==> config.mk <==
export PLATFORM = sky130hd
export DESIGN_NAME = data_memory_responder
export DESIGN_NICKNAME = d
export VERILOG_FILES = /design/src/rtl/dmem_pkg.sv /design/src/rtl/dmem_array.sv /design/src/rtl/data_memory_responder.sv
export SDC_FILE = /design/constraint.sdc
export NUM_CORES = 2
export LEC_CHECK = 0
export ABC_CLOCK_PERIOD_IN_PS = 8200
export BUFFER_PORTS_ARGS = -buffer_cell sky130_fd_sc_hd__buf_2
export CELL_PAD_IN_SITES_DETAIL_PLACEMENT = 0
export CELL_PAD_IN_SITES_GLOBAL_PLACEMENT = 1
export CORE_MARGIN = 2
export CORE_UTILIZATION = 60
export DETAILED_ROUTE_END_ITERATION = 7
export GPL_ROUTABILITY_DRIVEN = 0
export PLACE_DENSITY_LB_ADDON = 0.15
export SLEW_MARGIN = 5
export SYNTH_ARGS = -nofsm -noshare
export SYNTH_HDL_FRONTEND = slang
export SYNTH_HIERARCHICAL = 1
export SYNTH_SLANG_ARGS = --single-unit
export TNS_END_PERCENT = 20
==> constraint.sdc <==
create_clock -name clk -period 8.2 [get_ports clk]
set_input_delay 1.23 -clock clk [delete_from_list [all_inputs] [get_ports clk]]
set_output_delay 1.23 -clock clk [all_outputs]
set_load 0.005 [all_outputs]
==> src/rtl/dmem_pkg.sv <==
// ============================================================================
// Module      : dmem_pkg
// Description : Shared FSM state type and default geometry for the data
//               memory responder.
// Revision    : 1.0 - initial release
// ============================================================================
`default_nettype none

package dmem_pkg;

    localparam int c_default_addr_bits   = 8;
    localparam int c_default_wait_states = 2;

    typedef enum logic [1:0] {
        IDLE = 2'd0,
        WAIT = 2'd1,
        RESP = 2'd2
    } state_t;

endpackage : dmem_pkg

`default_nettype wire

==> src/rtl/dmem_array.sv <==
// ============================================================================
// Module      : dmem_array
// Description : Single-port word storage, synchronous write, combinational
//               read. Contents are not reset.
// Revision    : 1.0 - initial release
// ============================================================================
`default_nettype none

module dmem_array #(
    parameter int ADDR_BITS = 8,
    parameter int DATA_BITS = 16
) (
    input  logic                 clk,
    input  logic                 i_we,
    input  logic [ADDR_BITS-1:0] i_addr,
    input  logic [DATA_BITS-1:0] i_wdata,
    output logic [DATA_BITS-1:0] o_rdata
);

    logic [DATA_BITS-1:0] r_mem [2**ADDR_BITS];

    always_ff @(posedge clk) begin
        if (i_we) begin
            r_mem[i_addr] <= i_wdata;
        end
    end

    assign o_rdata = r_mem[i_addr];

endmodule : dmem_array

`default_nettype wire

==> src/rtl/data_memory_responder.sv <==
// ============================================================================
// Module      : data_memory_responder
// Description : Request/response front end for a word-addressed data memory
//               with a fixed wait-state count and out-of-range rejection.
// Revision    : 1.0 - initial release
// ============================================================================
`default_nettype none

module data_memory_responder
    import dmem_pkg::*;
#(
    parameter int ADDR_BITS   = c_default_addr_bits,
    parameter int WAIT_STATES = c_default_wait_states
) (
    input  logic        clk,
    input  logic        rst,
    input  logic        req_valid,
    output logic        req_ready,
    input  logic        req_write,
    input  logic [15:0] address_rw,
    input  logic [15:0] data_in,
    output logic        resp_valid,
    output logic [15:0] data_out,
    output logic        error
);

    localparam bit         c_zero_wait = (WAIT_STATES == 0);
    localparam logic [3:0] c_wait_load = 4'(WAIT_STATES);

    state_t      r_state;
    state_t      w_next_state;
    logic [3:0]  r_count;
    logic        r_rst_done;
    logic        r_write;
    logic        r_error;
    logic [15:0] r_addr;
    logic [15:0] r_wdata;
    logic [15:0] r_data_out;

    logic        w_accept;
    logic        w_enter_resp;
    logic        w_c_write;
    logic        w_oor;
    logic        w_mem_we;
    logic [15:0] w_c_addr;
    logic [15:0] w_c_wdata;
    logic [15:0] w_rdata;

    assign w_accept     = req_valid & req_ready;
    assign w_enter_resp = (w_next_state == RESP);

    // With no wait states the commit happens on the accepting edge itself,
    // so the live request fields are used instead of the latched copies.
    assign w_c_write = c_zero_wait ? req_write  : r_write;
    assign w_c_addr  = c_zero_wait ? address_rw : r_addr;
    assign w_c_wdata = c_zero_wait ? data_in    : r_wdata;

    generate
        if (ADDR_BITS < 16) begin : g_range_check
            assign w_oor = |w_c_addr[15:ADDR_BITS];
        end else begin : g_full_range
            assign w_oor = 1'b0;
        end
    endgenerate

    assign w_mem_we = rst & w_enter_resp & w_c_write & ~w_oor;

    dmem_array #(
        .ADDR_BITS (ADDR_BITS),
        .DATA_BITS (16)
    ) u_array (
        .clk     (clk),
        .i_we    (w_mem_we),
        .i_addr  (w_c_addr[ADDR_BITS-1:0]),
        .i_wdata (w_c_wdata),
        .o_rdata (w_rdata)
    );

    always_ff @(posedge clk) begin
        if (!rst) begin
            r_state <= IDLE;
        end else begin
            r_state <= w_next_state;
        end
    end

    always_comb begin
        w_next_state = r_state;
        case (r_state)
            IDLE: begin
                if (w_accept) w_next_state = c_zero_wait ? RESP : WAIT;
            end
            WAIT: begin
                if (r_count == 4'd1) w_next_state = RESP;
            end
            RESP: begin
                if (w_accept) w_next_state = c_zero_wait ? RESP : WAIT;
                else          w_next_state = IDLE;
            end
            default: w_next_state = IDLE;
        endcase
    end

    always_comb begin
        req_ready  = r_rst_done && (r_state != WAIT);
        resp_valid = (r_state == RESP);
        error      = r_error;
        data_out   = r_data_out;
    end

    always_ff @(posedge clk) begin
        if (!rst) begin
            r_count    <= 4'd0;
            r_rst_done <= 1'b0;
            r_write    <= 1'b0;
            r_addr     <= 16'h0000;
            r_wdata    <= 16'h0000;
            r_error    <= 1'b0;
            r_data_out <= 16'h0000;
        end else begin
            r_rst_done <= 1'b1;
            if (w_accept) begin
                r_write <= req_write;
                r_addr  <= address_rw;
                r_wdata <= data_in;
                r_count <= c_wait_load;
            end else if (r_state == WAIT) begin
                r_count <= r_count - 4'd1;
            end
            r_error <= 1'b0;
            if (w_enter_resp) begin
                r_error    <= w_oor;
                r_data_out <= w_oor ? 16'h0000 : (w_c_write ? w_c_wdata : w_rdata);
            end
        end
    end

endmodule : data_memory_responder

`default_nettype wire

==> results.json <==
{
  "rsz0062_at_grt": "false",
  "pin_count": 55,
  "io_buffers": 54,
  "viasPerCell": 6.92,
  "setup_viol": 0,
  "setup-tns-final_ns": 0,
  "clkSlewWorstSetupHoldPaths_ns": 0.06,
  "drc": 0,
  "ir_drop_v": 0.000195,
  "max_slew_margin_pct": 5.12,
  "final_core_util_pct": 67.8,
  "cts_buffers": 407,
  "dp_cells": 10500,
  "cts_resized": 0,
  "tritoncts": "yes",
  "whs_ns": 0.471,
  "yosys_warnings": 6,
  "wl_met2_um": 195000,
  "async_flop_share_pct": 0,
  "status": "complete, no violations",
  "place_area_um2": 164000,
  "wl_met3_um": 40000,
  "grt_usage_pct": 30.3,
  "fin_skew_ns": 0.0399,
  "fp.dieW_um": 517,
  "finalHoldViolations": 0,
  "syn_area_per_cell_um2": 22.6,
  "wl_per_cell_um": 35.9,
  "synth_top_flop_cell": "edfxtp_1",
  "crit_fanout": 91,
  "maxUsedRoutingLayer": "met5",
  "cap_violations": 0,
  "seq_area_frac_synth_pct": 78.7,
  "synth.most_common_cell": "edfxtp_1",
  "wl_um": 404000,
  "grt_overflow": 0,
  "die-area_um2": 267000,
  "fin_crit_sh_pct": 63.6,
  "leakage_nw": 58.9,
  "end_kind": "register",
  "dr_total_vias": 78000,
  "nets": 7450,
  "power.density_nw_per_um2": 244,
  "crit_path_start_kind": "register",
  "finalMaxSlewViolations": 0,
  "syn_area_um2": 158000,
  "syn_nets": 7023,
  "grt_max_degree": 218,
  "dp_hpwl_um": 227000,
  "worstReg2RegStart": "r_addr[0]",
  "tightest_slew_ns": 1.41,
  "clk_latency_ns": 0.95,
  "min_period_ns": 5.22,
  "htree_num_levels": 5,
  "drtAntennaViolNets": 0,
  "clk_path_buf_depth": 4,
  "core_area_um2": 262000,
  "syn2layout_area_growth_pct": 12.5,
  "hold_class": "input pin to register",
  "postSynthCellCount": 6985,
  "drive_gt1_share_pct": 28.5,
  "hp-start": "rst",
  "numClockSinks": 4153,
  "ctsHoldBuffers": 0,
  "power.total_mw": 43.2,
  "clockRootBuffer": "clkbuf_16",
  "dr.pass1.iters": 6,
  "synth.area.top_cells": "edfxtp_1 78%, mux4_2 15%, a22oi_1 2.4%",
  "cp-startpoint": "r_addr[0]",
  "synth-seq-cells": 4153,
  "setup_ws_ns": 2.98,
  "worstSetupPathType": "register to register",
  "yosys-top-cells-count": "4096 x edfxtp_1, 1024 x mux4_2, 512 x a22oi_1",
  "postCtsSetupRepairBufs": 0,
  "synth_top_cell_area_share_pct": 78.0,
  "antenna_found_initial": 12,
  "grt_pass1_vias": 76500,
  "stdcell_area_um2": 178000,
  "drt_iter0_markers": 11200,
  "met1Wirelength_um": 156000,
  "yosys.cell_types.count": 39,
  "worstPathArrival_ns": 6.02,
  "synth_area_leader_cell": "edfxtp_1",
  "layout.cells.non_filler": 11300,
  "timing.fmax_mhz": 192,
  "rows": 188,
  "synth_edf_count": 4096,
  "pre_cts_ws_ns": 2.91,
  "initial_core_util_pct": 60.2,
  "die_height_um": 517,
  "crit_required_ns": 9.00,
  "grt_pass1_wl_um": 571000
}
-- flip-flops by register name (all words and copies together) (netlist names) --
register / cells
r_count: 4
r_write: 1
r_rst_done: 1
u_array/r_mem: 4096
error: 1
r_addr: 16
data_out: 16
r_state: 2
r_wdata: 16
-- kinds of logic after synthesis --
| logic type | after synthesis | synth area share (%) |
|---|---|---|
| muxes | 1041 | 14.7 |
| AOI/OAI and AO/OA | 919 | 4.02 |
| adders and majority gates | 2 | 0.0159 |
| DFF | 4153 | 78.7 |
| xor gates and xnor gates | 2 | 0.0111 |
| buffers and inverters | 460 | 1.33 |
| and+or+nand+nor | 408 | 1.18 |
-- power by group --
group,internal (mW),total [mW],leakage (nW),switching [mW]
sequential,23.3,23.4,42.5,0.0800
combinational,0.497,1.51,10.0,1.01
clock,10.5,18.4,6.37,7.88
total,34.3,43.2,58.9,8.97
-- layer usage --
metal / track usage (%) / vias up
met5: 0 / -
met1: 44.2 / 42100
met3: 5.87 / 615
met2: 47.3 / 4391
li1: - / 30900
met4: 9.44 / 8
-- layout make-up --
cell class	count	area (µm²)
inverters	7	26.3
well taps	3515	4400
flip-flops and latches	4153	124000
diodes	8	20.0
repair buffers	471	3700
clock buffers	502	10700
fillers	16100	84300
multi-input cells	2372	32100
clock inverters	238	2330
-- critical path: stages, from the launching register on --
cell and delay [ns]:
dfxtp_4 0.77, buf_4 0.43, buf_12 0.51, buf_4 0.61, mux4_2 0.57, a22oi_1 0.27
a21oi_1 0.20, o41ai_1 0.91, nand4_1 0.19, mux2i_1 0.21, o32ai_1 0.10
-- final timing paths --
kind,endpoint,slack [ns],cells after the start
max,data_out[4],2.98,10
min,r_rst_done,0.47,1
max reg2reg,data_out[4],2.98,10
min reg2reg,r_addr[12],0.51,2
-- placed cells by master (no fill, tap or decap), drive strengths merged, types with 3 or more instances in the layout --
| cell type | n |
|---|---|
| a21oi | 292 |
| a22oi | 512 |
| and2 | 3 |
| buf | 471 |
| bufinv | 37 |
| clkbuf | 502 |
| clkinv | 173 |
| clkinvlp | 17 |
| dfxtp | 57 |
| diode | 8 |
| edfxtp | 4096 |
| inv | 18 |
| mux2i | 16 |
| mux4 | 1024 |
| nand2 | 44 |
| nand2b | 7 |
| nand3 | 16 |
| nand3b | 3 |
| nand4 | 50 |
| nor2 | 235 |
| nor2b | 8 |
| nor3 | 31 |
| o31ai | 33 |
| o32ai | 16 |
| o41ai | 65 |
Note: power is estimated with default switching activity, not from simulation.
